File: src/rtl/sdram_pkg.sv
`default_nettype none
// ============================================================================
//  Module      : sdram_pkg
//  Description : Shared definitions for the SDRAM controller: arbiter state
//                encoding and chip command encodings {cs_n,ras_n,cas_n,we_n}.
//  Revision    : 1.0 - initial release
// ============================================================================
package sdram_pkg;

  // Arbiter state encoding; kept as plain localparams so engines can compare
  // against them without depending on the enum type.
  localparam logic [2:0] ST_INIT  = 3'd0;
  localparam logic [2:0] ST_IDLE  = 3'd1;
  localparam logic [2:0] ST_AREF  = 3'd2;
  localparam logic [2:0] ST_WRITE = 3'd3;
  localparam logic [2:0] ST_READ  = 3'd4;

  typedef enum logic [2:0] {
    S_INIT  = ST_INIT,
    S_IDLE  = ST_IDLE,
    S_AREF  = ST_AREF,
    S_WRITE = ST_WRITE,
    S_READ  = ST_READ
  } arb_state_e;

  // Chip command encodings {cs_n, ras_n, cas_n, we_n}
  localparam logic [3:0] CMD_NOP  = 4'b0111;
  localparam logic [3:0] CMD_PRE  = 4'b0010;
  localparam logic [3:0] CMD_AREF = 4'b0001;

endpackage : sdram_pkg
`default_nettype wire

File: src/rtl/sdram_arbit.sv
`default_nettype none
// ============================================================================
//  Module      : sdram_arbit
//  Description : SDRAM command-bus arbiter. Holds INIT until the init engine
//                finishes, then grants refresh > write > read with a one-cycle
//                enable pulse and muxes the winner's command/address/bank onto
//                the chip pins until that engine's end flag.
//                Optional macro SDRAM_ARB_RR_EN: write/read ties alternate
//                round-robin instead of fixed write-first priority.
//  Revision    : 1.0 - initial release
// ============================================================================
module sdram_arbit #(
  parameter int          ADDR_W  = 13,
  parameter int          BA_W    = 2,
  parameter logic [3:0]  CMD_NOP = 4'b0111
) (
  input  logic              sclk,
  input  logic              s_rst_n,
  // init engine
  input  logic              flag_init_end,
  input  logic [3:0]        init_cmd,
  input  logic [ADDR_W-1:0] init_addr,
  // auto-refresh engine
  input  logic              ref_req,
  output logic              ref_en,
  input  logic              flag_ref_end,
  input  logic [3:0]        aref_cmd,
  input  logic [ADDR_W-1:0] aref_addr,
  // write engine
  input  logic              wr_req,
  output logic              wr_en,
  input  logic              flag_wr_end,
  input  logic [3:0]        wr_cmd,
  input  logic [ADDR_W-1:0] wr_addr,
  input  logic [BA_W-1:0]   wr_bank,
  // read engine
  input  logic              rd_req,
  output logic              rd_en,
  input  logic              flag_rd_end,
  input  logic [3:0]        rd_cmd,
  input  logic [ADDR_W-1:0] rd_addr,
  input  logic [BA_W-1:0]   rd_bank,
  // chip side
  output logic              ref_pending,
  output logic [3:0]        sdram_cmd,
  output logic [ADDR_W-1:0] sdram_addr,
  output logic [BA_W-1:0]   sdram_bank,
  output logic              dq_oe
);

  import sdram_pkg::*;

  arb_state_e state_q, state_d;
  logic       ref_en_q, ref_en_d;
  logic       wr_en_q,  wr_en_d;
  logic       rd_en_q,  rd_en_d;

  // High when READ was the most recent write/read grant, so a tie goes to WRITE.
  logic       last_rd_w;

  // Picks the next burst owner from IDLE. Refresh always wins; a write/read
  // tie goes to whichever was not granted last.
  function automatic arb_state_e pick_next(input logic req_ref,
                                           input logic req_wr,
                                           input logic req_rd,
                                           input logic last_rd);
    arb_state_e nxt;
    nxt = S_IDLE;
    if (req_ref)
      nxt = S_AREF;
    else if (req_wr && req_rd)
      nxt = last_rd ? S_WRITE : S_READ;
    else if (req_wr)
      nxt = S_WRITE;
    else if (req_rd)
      nxt = S_READ;
    return nxt;
  endfunction

`ifdef SDRAM_ARB_RR_EN
  logic last_rd_q, last_rd_d;

  // Remember which of write/read was granted last.
  always_comb begin
    last_rd_d = last_rd_q;
    if (wr_en_d)
      last_rd_d = 1'b0;
    else if (rd_en_d)
      last_rd_d = 1'b1;
  end

  // Round-robin history register; reset as if READ went last.
  always_ff @(posedge sclk or negedge s_rst_n) begin
    if (!s_rst_n)
      last_rd_q <= 1'b1;
    else
      last_rd_q <= last_rd_d;
  end

  assign last_rd_w = last_rd_q;
`else
  assign last_rd_w = 1'b1;
`endif

  // State and grant-pulse registers.
  always_ff @(posedge sclk or negedge s_rst_n) begin
    if (!s_rst_n) begin
      state_q  <= S_INIT;
      ref_en_q <= 1'b0;
      wr_en_q  <= 1'b0;
      rd_en_q  <= 1'b0;
    end else begin
      state_q  <= state_d;
      ref_en_q <= ref_en_d;
      wr_en_q  <= wr_en_d;
      rd_en_q  <= rd_en_d;
    end
  end

  // Next-state logic; an enable fires only on the IDLE -> burst transition.
  always_comb begin
    state_d  = state_q;
    ref_en_d = 1'b0;
    wr_en_d  = 1'b0;
    rd_en_d  = 1'b0;
    case (state_q)
      S_INIT: begin
        if (flag_init_end)
          state_d = S_IDLE;
      end
      S_IDLE: begin
        state_d  = pick_next(ref_req, wr_req, rd_req, last_rd_w);
        ref_en_d = (state_d == S_AREF);
        wr_en_d  = (state_d == S_WRITE);
        rd_en_d  = (state_d == S_READ);
      end
      S_AREF: begin
        if (flag_ref_end)
          state_d = S_IDLE;
      end
      S_WRITE: begin
        if (flag_wr_end)
          state_d = S_IDLE;
      end
      S_READ: begin
        if (flag_rd_end)
          state_d = S_IDLE;
      end
      default: state_d = S_INIT;
    endcase
  end

  // Chip pin mux; forced to idle values while reset is held so the pins are
  // quiet even before the first clock edge.
  always_comb begin
    sdram_cmd  = CMD_NOP;
    sdram_addr = '0;
    sdram_bank = '0;
    if (s_rst_n) begin
      case (state_q)
        S_INIT: begin
          sdram_cmd  = init_cmd;
          sdram_addr = init_addr;
        end
        S_AREF: begin
          sdram_cmd  = aref_cmd;
          sdram_addr = aref_addr;
        end
        S_WRITE: begin
          sdram_cmd  = wr_cmd;
          sdram_addr = wr_addr;
          sdram_bank = wr_bank;
        end
        S_READ: begin
          sdram_cmd  = rd_cmd;
          sdram_addr = rd_addr;
          sdram_bank = rd_bank;
        end
        default: begin
          sdram_cmd  = CMD_NOP;
          sdram_addr = '0;
          sdram_bank = '0;
        end
      endcase
    end
  end

  assign ref_en      = ref_en_q;
  assign wr_en       = wr_en_q;
  assign rd_en       = rd_en_q;
  // Lets the active data engine cut its burst short so refresh gets in.
  assign ref_pending = ref_req && ((state_q == S_WRITE) || (state_q == S_READ));
  assign dq_oe       = (state_q == S_WRITE);

endmodule : sdram_arbit
`default_nettype wire

File: config.mk
export PLATFORM = sky130hd
export DESIGN_NAME = sdram_arbit
export DESIGN_NICKNAME = d
export VERILOG_FILES = /design/src/rtl/sdram_pkg.sv /design/src/rtl/sdram_arbit.sv
export SDC_FILE = /design/constraint.sdc
export NUM_CORES = 1
export LEC_CHECK = 0
export ABC_AREA = 1
export CORE_AREA = 2 2 60 62
export DETAILED_ROUTE_END_ITERATION = 10
export DIE_AREA = 0 0 62 64
export PLACE_DENSITY = 0.89
export SLEW_MARGIN = 40
export SYNTH_ARGS = -nofsm -noshare
export SYNTH_HDL_FRONTEND = slang
export SYNTH_SLANG_ARGS = --single-unit
File: constraint.sdc
create_clock -name sclk -period 3.64 [get_ports sclk]
set_input_delay 0.728 -clock sclk [delete_from_list [all_inputs] [get_ports sclk]]
set_output_delay 0.728 -clock sclk [all_outputs]
set_load 0.02 [all_outputs]
* Word-level counts from Yosys, hierarchy flattened *
Cells that the tools add are included.

storage, ports and cells
  output and inout port bits = 24
  input bits = 81
  register bits = 6
  word-level logic and storage cells = 39

cells by class
  reduce and logical (&&, ||, !) cells = 5
  eq/ne operators = 11
  muxes and demuxes = 19

operators by type and width
  operator              number
  $pmux W13 S4          1
  $mux W3               9
  $pmux W4 S4           1
  $pmux W3 S5           1
  $mux W13              1
  $eq A3 B2 Y1 const B  4
  $ne A2 B2 Y1 const B  4
  $eq A3 B3 Y1 const B  2
  $mux W4               1
  $pmux W2 S2           1
  $reduce_and A4 Y1     1
  $eq A3 B1 Y1 const B  1
  $logic_not A3 Y1      1
  $mux W1               3
  $logic_and A1 B1 Y1   2
  $mux W2               1
  $logic_or A1 B1 Y1    1

* Logic depth before layout (Yosys ltp) *
Gate-level depths: netlist (run 1).

  depth in word-level cells = 7
  depth in mapped cells = 8
  depth with buffers taken out = 7

* Least setup slack after synthesis (run 1) *
No wires, ideal clock.

  kind = register to output
  from = register state_q[0]
  to = output sdram_addr[10]
  buffers on the path = 1
  cell stages (with the launch flop) = 9
  path slack = 1.557 ns
  required time = 2.912 ns
  data arrival time = 1.355 ns
  path through = dfrtp_1 > nor2_2 > inv_2 > nor2_4 > buf_4 > nand2_1 > nand2_1 > nor2_1 > nor2_1

on the way
  word-level cells in the longest chain between the ends = 3
  elaborated cells on any way between the ends = 6
  classes of those cells = eq/ne: 3; mux: 2; reduce/logical: 1

ends and longest elaborated chain
  what                                        line                text
  start: declaration                          sdram_arbit.sv:53   arb_state_e state_q, state_d;
  start signal: assignment                    sdram_arbit.sv:113  state_q <= state_d;
  $eq A3 B3 Y1, or another cell as far along  sdram_arbit.sv:160  case (state_q)
  $pmux W13 S4 (*)                            sdram_arbit.sv:160
  $mux W13 (*)                                sdram_arbit.sv:159  if (s_rst_n) begin
  end: declaration                            sdram_arbit.sv:46   output logic [ADDR_W-1:0] sdram_addr,

Mark *: on every way between the ends. The rest lies on a longest branch, timed or not.

* Final worst setup path (run 1) *
  from = input s_rst_n
  to = output sdram_bank[1]

on the way
  word-level cells in the longest chain between the ends = 1

ends and longest elaborated chain
  what                line                text
  start: declaration  sdram_arbit.sv:18   input logic s_rst_n,
  $mux W2             sdram_arbit.sv:159
  end: declaration    sdram_arbit.sv:47   output logic [BA_W-1:0] sdram_bank,

Every way passes these cells.

==> impl_metrics.py, run 1 <==
metrics = {
    "place": {
        "gpl.final_weighted_congestion": 0.787,
        "numPortBuffers": 104,
        "place_hpwl_mm": 3.25,
        "placed_cells": 341,
    },
    "synth": {
        "synth.net_count": 276,
        "ys_seq_elements": 6,
        "postSynthCellCount": 195,
        "post-synth-top-area-fraction_pct": 37.6,
        "yosys.area.top_type": "sky130_fd_sc_hd__nand2_1",
        "synth_area_um2": 947,
        "synth.yosys.seq_area_share_pct": 15.9,
        "syn_avg_cell_area_um2": 4.86,
        "synth.top_cells.by_area": "sky130_fd_sc_hd__nand2_1, sky130_fd_sc_hd__dfrtp_1, sky130_fd_sc_hd__nor2_1",
        "yosysWarningCount": 0,
        "yosys.cell_types.count": 18,
    },
    "timing": {
        "max_freq_ghz": 0.330,
        "tns_ps": 0,
        "post-route-min-period_ps": 3030,
        "final_max_slew_viol_count": 0,
        "setup_repair_after_global_routing_missed_its_margin": "no",
        "layout_worst_path_cycle_share_pct": 83.2,
        "worst_clock_skew_ps": 6.64,
        "finalSetupViolations": 0,
        "report.final.hold_viol_count": 0,
        "slew_headroom_pct": 62.4,
        "tightest_slew_ps": 563,
    },
    "global_route": {
        "overflow": 0,
        "antenna_found_initial": 0,
        "grt_pass1_vias": 1482,
        "grt_start_max_net_pins": 23,
        "all_layer_global_routing_usage_pct": 19.7,
        "grt_first_pass_wirelength_mm": 6.07,
    },
    "clock_tree": {
        "cts.root.buffer_cell": "sky130_fd_sc_hd__clkbuf_4",
        "path_clk_slew_ps": 50,
        "cts.path.max_buffers": 2,
        "cts_repair_resized_insts": 0,
        "post_cts_hold_buffer_count": 0,
        "cts_max_level": 1,
        "setup_bufs_post_cts": 0,
        "cts.sink_count": 6,
        "cts_tree": "yes",
        "clk_latency_ps": 250,
        "cts-buffers-inserted": 3,
    },
    "die": {
        "die_area_um2": 3970,
        "die_h_um": 64,
        "rows": 21,
        "die_x_um": 62,
        "start_util_pct": 28.8,
        "core_area_um2": 3280,
        "design.portCount": 105,
    },
    "pwr": {
        "power.ir.vdd_worst_mv": 0.264,
        "powerDensity_nw_per_um2": 469,
        "power.static_leakage_nw": 0.985,
    },
    "drt": {
        "drt_drc_violations_left": 0,
        "ant_nets": 0,
        "dr.first_iter.drc_count": 44,
        "post_drt_wl_per_cell_um": 11.7,
        "firstDrtPassIters": 4,
        "drt-vias-per-instance": 4.60,
        "total_vias_in_the_final_route": 1583,
        "totalWireLength_mm": 4.04,
    },
    "worst_hold_path": {
        "hold_path.class": "reg2reg",
    },
    "cells_and_area": {
        "post-route-util_pct": 62.6,
        "num_antenna_cells": 0,
        "finalNonFillerCells": 344,
        "num-fill-cells": 346,
        "area_growth_syn_to_layout_pct": 117,
        "layout_cells_sized_above_1_pct": 4.70,
        "final_nets": 381,
    },
    "job": {
        "maxCapViolCount": 0,
    },
    "critical_path": {
        "startpoint_type": "input port",
        "cp_common_cell": "sky130_fd_sc_hd__clkdlybuf4s50_1",
        "cp_data_required_time_ps": 2910,
        "critPathMaxFanout": 16,
        "critical_path.max_stage_delay_ps": 620,
        "timing.critical_path.cells": "clkdlybuf4s50_1 > inv_1 > a21oi_1 > clkdlybuf4s50_1",
        "worstPathArrival_ps": 2300,
        "path_class": "in2out",
        "timing.critical_path.to_type": "output port",
        "worst_path_max_delay_cell": "sky130_fd_sc_hd__clkdlybuf4s50_1",
    },
    "status": {
        "run_status": "completed",
    },
}
## through the flow
stage / power [mW] / area (um2) / setup WS (ps) / hold WS [ps]
2_1_floorplan: 0.580 / 947 / 1560 / 432
3_3_place_gp: 0.896 / 2030 / 646 / 586
3_5_place_dp: 0.908 / 2030 / 599 / 590
4_1_cts: 0.973 / 2060 / 598 / 602
5_1_grt: 1.06 / 2060 / 455 / 647
6_report: 0.964 / 2060 / 613 / 608
## critical path, delay by kind of cell
family | cells | cell delay (ps)
buffers and inverters | 3 | 1340
AOI/OAI and AO/OA | 1 | 230
## final cells by class
class	instances	area [um2]	share of cell area, %
repair buffers	109	1080	52.5
multi-input cells	167	698	34.0
flip-flops and latches	6	150	7.30
inverters	13	48.8	2.37
clock buffers	3	22.5	1.10
well taps	46	57.6	2.80
## cell usage after synthesis
master and instances:
sky130_fd_sc_hd__buf_2 4, sky130_fd_sc_hd__nand4_1 2, sky130_fd_sc_hd__o21bai_1 1, sky130_fd_sc_hd__clkbuf_1 3, sky130_fd_sc_hd__nor2_2 2, sky130_fd_sc_hd__buf_6 1
sky130_fd_sc_hd__inv_2 2, sky130_fd_sc_hd__nand3_1 21, sky130_fd_sc_hd__nand2_1 95, sky130_fd_sc_hd__a21oi_1 7, sky130_fd_sc_hd__nor2_1 33, sky130_fd_sc_hd__dfrtp_1 6
sky130_fd_sc_hd__nor3_1 1, sky130_fd_sc_hd__nand3b_1 1, sky130_fd_sc_hd__o21ai_0 2, sky130_fd_sc_hd__buf_4 1, sky130_fd_sc_hd__inv_1 11, sky130_fd_sc_hd__nor2_4 2
## cell families after synthesis
logic type	after synthesis	synth area share, %
simple gates	157	68.2
buf+inv	22	10.4
compound gates	10	5.55
flops	6	15.9
## layout by cell type, fill, tap and decap left out
master,count
sky130_fd_sc_hd__buf_4,5
sky130_fd_sc_hd__inv_1,11
sky130_fd_sc_hd__nor2_4,2
sky130_fd_sc_hd__o21bai_1,1
sky130_fd_sc_hd__inv_2,2
sky130_fd_sc_hd__clkdlybuf4s50_1,104
sky130_fd_sc_hd__a21oi_1,7
sky130_fd_sc_hd__nor2_2,2
sky130_fd_sc_hd__o21ai_0,2
sky130_fd_sc_hd__nand2_1,95
sky130_fd_sc_hd__dfrtp_1,6
sky130_fd_sc_hd__nand3_1,21
sky130_fd_sc_hd__nor2_1,33
sky130_fd_sc_hd__nor3_1,1
sky130_fd_sc_hd__clkbuf_4,3
sky130_fd_sc_hd__nand4_1,2
sky130_fd_sc_hd__nand3b_1,1
## per-layer routing
layer / share of wire (%) / wire length, um / track usage (%)
met5: 0 / 0 / 0
met4: 1.0 / 42 / 4.79
met3: 9.0 / 362 / 3.44
met2: 54 / 2180 / 38.2
met1: 36 / 1450 / 20.6
## flip-flops by register name (all words and copies together) (netlist names)
name,count
wr_en,1
ref_en,1
state_q,3
rd_en,1
## report_power, final
part	internal (mW)	leakage (nW)	switching (mW)
registers	0.0853	0.0791	0.0205
logic	0.344	0.892	0.450
clock network	0.0374	0.0138	0.0263
total	0.467	0.985	0.497
## worst paths after layout
path	startpoint	end	slack, ps	depth (start not counted)
worst min-delay path	state_q[1]	state_q[1]	610	2
min in group asynchronous	s_rst_n	rd_en	770	2
worst max register to register	state_q[2]	state_q[1]	2250	7
worst max-delay path	s_rst_n	sdram_bank[1]	610	4
worst min register to register	state_q[1]	state_q[1]	610	2
max in group asynchronous	s_rst_n	state_q[2]	2750	2
(Power assumes the default switching activity.)
==> run 2, diff against run 1 <==
CORE_AREA = 2 2 62 64   (was 2 2 60 62)
DIE_AREA = 0 0 64 66   (was 0 0 62 64)
PLACE_DENSITY = 0.84   (was 0.89)
clock period = 3 ns   (was 3.64 ns; I/O delays follow)
==> impl_metrics.py, run 2 (synthesized netlist as in run 1, its figures left out) <==
metrics = {
    "die": {
        "start_util_pct": 26.7,
        "die_area_um2": 4220,
        "core_area_um2": 3550,
        "design.portCount": 105,
        "rows": 22,
        "die_x_um": 64,
        "die_h_um": 66,
    },
    "critical_path": {
        "critical_path.max_stage_delay_ps": 620,
        "critPathMaxFanout": 17,
        "timing.reg2reg.setup_slack_ps": 1650,
        "r2r_start": "state_q[2]",
        "worst_path_max_delay_cell": "sky130_fd_sc_hd__clkdlybuf4s50_1",
        "setup_crit_start": "state_q[0]",
        "worst_r2r_path_depth": 6,
        "cp_data_required_time_ps": 2400,
        "timing.critical_path.to_type": "output port",
        "startpoint_type": "flop",
        "worstPathArrival_ps": 2220,
        "path_class": "reg2out",
        "timing.critical_path.cells": "nor2_2 > inv_2 > nor2_4 > nand2_1 > nand2_1 > nor2_1 > nor2_1 > clkdlybuf4s50_1",
        "worst_r2r_endpoint": "state_q[0]",
    },
    "global_route": {
        "antenna_found_initial": 0,
        "overflow": 0,
        "grt_pass1_vias": 1407,
        "all_layer_global_routing_usage_pct": 18.6,
        "grt_first_pass_wirelength_mm": 6.31,
        "grt_start_max_net_pins": 22,
    },
    "timing": {
        "layout_worst_path_cycle_share_pct": 94.2,
        "setup_slack_ps": 175,
        "worst_clock_skew_ps": 9.68,
        "finalSetupViolations": 0,
        "setup_repair_after_global_routing_missed_its_margin": "no",
        "tightest_slew_ps": 571,
        "post-route-min-period_ps": 2820,
        "slew_headroom_pct": 61.9,
        "final_max_slew_viol_count": 0,
        "max_freq_ghz": 0.354,
        "tns_ps": 0,
        "report.final.hold_viol_count": 0,
    },
    "drt": {
        "post_drt_wl_per_cell_um": 11.5,
        "dr.first_iter.drc_count": 50,
        "drt-vias-per-instance": 4.38,
        "drt_drc_violations_left": 0,
        "total_vias_in_the_final_route": 1520,
        "firstDrtPassIters": 4,
        "totalWireLength_mm": 3.99,
        "ant_nets": 0,
    },
    "cells_and_area": {
        "area_growth_syn_to_layout_pct": 119,
        "registers.top_by_ff_count": "state_q",
        "layout_common_cells": "sky130_fd_sc_hd__clkdlybuf4s50_1, sky130_fd_sc_hd__nand2_1, sky130_fd_sc_hd__nor2_1",
        "layout_cells_sized_above_1_pct": 5.02,
        "post-route-util_pct": 58.5,
        "largest_register_ff_count": 3,
        "final_design_area_no_fill_um2": 2080,
        "num_antenna_cells": 0,
        "final_nets": 382,
        "num-fill-cells": 357,
        "final_common_cell": "sky130_fd_sc_hd__clkdlybuf4s50_1",
    },
    "clock_tree": {
        "cts_max_level": 1,
        "clk_latency_ps": 250,
        "cts.root.buffer_cell": "sky130_fd_sc_hd__clkbuf_4",
        "cts_tree": "yes",
        "cts_repair_resized_insts": 0,
        "cts.path.max_buffers": 2,
        "setup_bufs_post_cts": 0,
        "cts-buffers-inserted": 3,
        "post_cts_hold_buffer_count": 0,
        "path_clk_slew_ps": 50,
        "cts.sink_count": 6,
    },
    "pwr": {
        "power.ir.vdd_worst_mv": 0.360,
        "powerDensity_nw_per_um2": 575,
        "power.static_leakage_nw": 0.993,
    },
    "place": {
        "gpl.final_weighted_congestion": 0.766,
        "numPortBuffers": 104,
        "dpl_cell_area_um2": 2030,
        "place_ws_ps": 217,
        "place_hpwl_mm": 3.10,
    },
    "worst_hold_path": {
        "holdPathEnd": "state_q[1]",
        "hold_path.class": "reg2reg",
        "holdPathStages": 2,
        "hold_path.startpoint": "state_q[1]",
    },
    "job": {
        "maxCapViolCount": 0,
    },
    "status": {
        "run_status": "completed",
    },
}
## run 2: cell types whose count changed in the layout (fill, tap and decap cells not counted), sizes merged
cell and change:
buf +1
## run 2: worst max-delay path by stage
| stage | end | cells past startpoint | slack (ps) |
|---|---|---|---|
| after floorplan | sdram_addr[10] | 8 | 1050 |
| after global placement | sdram_bank[0] | 4 | 250 |
| after detailed placement | sdram_bank[1] | 4 | 220 |
| after CTS | sdram_addr[2] | 8 | 0.5 |
| after global routing | sdram_addr[1] | 7 | 20 |
| final | sdram_addr[2] | 8 | 180 |
## run 2: final cells by class
| type | instances | area, um2 | area share, % |
|---|---|---|---|
| multi-input combinational | 167 | 698 | 33.6 |
| timing repair buffer | 110 | 1100 | 52.9 |
| sequential | 6 | 150 | 7.22 |
| inverter | 13 | 48.8 | 2.35 |
| tap | 48 | 60.1 | 2.89 |
| clock buffer | 3 | 22.5 | 1.08 |
## run 2: critical path: cells and delay by family, from the launching register on
kind                   cells  cell delay, ps
buffers and inverters      2             680
AND/OR/NAND/NOR            6             830
flip-flops                 1             440
## run 2: report_power, final
part / total (mW) / switching, mW / leakage, nW / internal (mW)
clock network: 0.0778 / 0.0323 / 0.0138 / 0.0455
registers: 0.131 / 0.0281 / 0.0791 / 0.103
logic: 0.985 / 0.547 / 0.900 / 0.438
## run 2: per-layer routing
metal,global-route usage (%),part of all wire [%]
met1,20.9,41
met2,36.2,52
met3,2.56,6.2
met5,0,0
met4,4.89,0.73
## run 2: through the flow
step	hold slack, ps	power (mW)	instances
global placement	585	1.08	342
floorplan	304	0.704	195
global route	636	1.31	347
CTS	599	1.17	345
finish	604	1.19	347
detailed placement	589	1.09	342
==> run 3, diff against run 2 <==
CORE_AREA = 4 4 64 66   (was 2 2 62 64)
DIE_AREA = 0 0 68 70   (was 0 0 64 66)
==> impl_metrics.py, run 3 (synthesized netlist as in run 1, its figures left out) <==
metrics = {
    "clock_tree": {
        "cts.sink_count": 6,
        "path_clk_slew_ps": 50,
        "cts_max_level": 1,
        "post_cts_hold_buffer_count": 0,
        "cts.root.buffer_cell": "sky130_fd_sc_hd__clkbuf_4",
        "cts_tree": "yes",
        "setup_bufs_post_cts": 0,
        "cts-buffers-inserted": 3,
        "cts.path.max_buffers": 2,
        "cts_repair_resized_insts": 0,
        "clk_latency_ps": 240,
    },
    "critical_path": {
        "cp_common_cell": "sky130_fd_sc_hd__clkdlybuf4s50_1",
        "path_class": "in2out",
        "cp_data_required_time_ps": 2400,
        "worst_r2r_path_depth": 7,
        "worstPathBufferInverterCount": 3,
        "worst_path_max_delay_cell": "sky130_fd_sc_hd__clkdlybuf4s50_1",
        "startpoint_type": "input port",
        "timing.critical_path.to_type": "output port",
        "r2r_start": "state_q[0]",
        "worst_path_dominant_cell_family": "buffers and inverters",
        "worstPathArrival_ps": 2150,
        "worst_r2r_endpoint": "state_q[0]",
        "timing.critical_path.cells": "clkdlybuf4s50_1 > inv_1 > a21oi_1 > clkdlybuf4s50_1",
        "timing.reg2reg.setup_slack_ps": 1680,
        "critPathMaxFanout": 16,
        "setup_crit_start": "s_rst_n",
        "critical_path.max_stage_delay_ps": 630,
    },
    "global_route": {
        "grt_start_max_net_pins": 22,
        "antenna_found_initial": 0,
        "grt_pass1_vias": 1425,
        "grt_first_pass_wirelength_mm": 6.27,
        "overflow": 0,
        "all_layer_global_routing_usage_pct": 16.4,
    },
    "worst_hold_path": {
        "hold_path.startpoint": "state_q[1]",
        "holdPathEnd": "state_q[1]",
        "hold_path.class": "reg2reg",
        "holdPathStages": 2,
    },
    "drt": {
        "ant_nets": 0,
        "dr.first_iter.drc_count": 47,
        "totalWireLength_mm": 4.08,
        "total_vias_in_the_final_route": 1534,
        "firstDrtPassIters": 4,
        "drt-vias-per-instance": 4.40,
        "drt_drc_violations_left": 0,
        "post_drt_wl_per_cell_um": 11.7,
    },
    "die": {
        "die_x_um": 68,
        "design.portCount": 105,
        "start_util_pct": 26.5,
        "die_h_um": 70,
        "die_area_um2": 4760,
        "rows": 22,
        "core_area_um2": 3580,
    },
    "cells_and_area": {
        "final_design_area_no_fill_um2": 2090,
        "num_antenna_cells": 0,
        "largest_register_ff_count": 3,
        "final_nets": 384,
        "area_growth_syn_to_layout_pct": 121,
        "registers.top_by_ff_count": "state_q",
        "layout_cells_sized_above_1_pct": 5.65,
        "final_common_cell": "sky130_fd_sc_hd__clkdlybuf4s50_1",
        "layout_common_cells": "sky130_fd_sc_hd__clkdlybuf4s50_1, sky130_fd_sc_hd__nand2_1, sky130_fd_sc_hd__nor2_1",
    },
    "timing": {
        "finalSetupViolations": 0,
        "report.final.hold_viol_count": 0,
        "tns_ps": 0,
        "setup_repair_after_global_routing_missed_its_margin": "no",
        "tightest_slew_ps": 522,
        "slew_headroom_pct": 65.2,
        "layout_worst_path_cycle_share_pct": 91.7,
        "worst_clock_skew_ps": 5.08,
        "max_freq_ghz": 0.363,
        "final_max_slew_viol_count": 0,
        "post-route-min-period_ps": 2750,
    },
    "place": {
        "place_hpwl_mm": 3.33,
        "gpl.final_weighted_congestion": 0.850,
        "dpl_cell_area_um2": 2040,
        "numPortBuffers": 104,
    },
    "pwr": {
        "power.static_leakage_nw": 1.00,
        "powerDensity_nw_per_um2": 583,
        "power.ir.vdd_worst_mv": 0.327,
    },
    "job": {
        "maxCapViolCount": 0,
    },
    "status": {
        "run_status": "completed",
    },
}
==> run 3: through the flow <==
step | cells | hold WS, ps | utilization (%) | total power [mW] | setup slack [ps]
2_1_floorplan | 195 | 304 | - | 0.704 | 1050
3_3_place_gp | 344 | 601 | 57.1 | 1.09 | 250
3_5_place_dp | 344 | 612 | 57.1 | 1.11 | 217
4_1_cts | 347 | 618 | 57.7 | 1.19 | 157
5_1_grt | 349 | 656 | 58.5 | 1.34 | 102
6_report | 349 | 605 | 58.5 | 1.22 | 248
==> run 3: worst register-to-register path, cell delays in order, from the launching register on <==
cell                      delay (ps)
sky130_fd_sc_hd__dfrtp_1         440
sky130_fd_sc_hd__nor2_2          140
sky130_fd_sc_hd__buf_4           260
sky130_fd_sc_hd__nand3_1         120
sky130_fd_sc_hd__nand2_1         100
sky130_fd_sc_hd__nor2_1           50
sky130_fd_sc_hd__nand2_1          50
sky130_fd_sc_hd__nand2_1          50
==> run 3: cell type report <==
| type | count | area, um2 |
|---|---|---|
| clock buffer | 3 | 22.5 |
| fill | 385 | 1490 |
| inverter | 13 | 48.8 |
| multi-input combinational | 167 | 698 |
| sequential | 6 | 150 |
| tap | 48 | 60.1 |
| timing repair buffer | 112 | 1110 |
==> run 3: worst max path at each step <==
stage	endpoint	depth (start not counted)	slack (ps)
2_1_floorplan	sdram_addr[10]	8	1050
3_3_place_gp	sdram_bank[1]	4	250
3_5_place_dp	sdram_bank[0]	4	220
4_1_cts	sdram_addr[4]	8	160
5_1_grt	sdram_addr[4]	8	100
6_report	sdram_bank[0]	4	250
==> run 3: power by group <==
group	total [mW]	internal (mW)	switching [mW]
Sequential	0.128	0.103	0.0242
Clock	0.0734	0.0452	0.0282
Combinational	1.02	0.463	0.557
==> run 3: metal layers <==
| layer | GRT usage (%) | vias up | share of wire (%) |
|---|---|---|---|
| li1 | - | 817 | - |
| met1 | 18.6 | 660 | 40 |
| met3 | 2.57 | 2 | 7.8 |
| met4 | 2.87 | 0 | 0.51 |
| met2 | 31.0 | 55 | 52 |
| met5 | 0 | - | 0 |
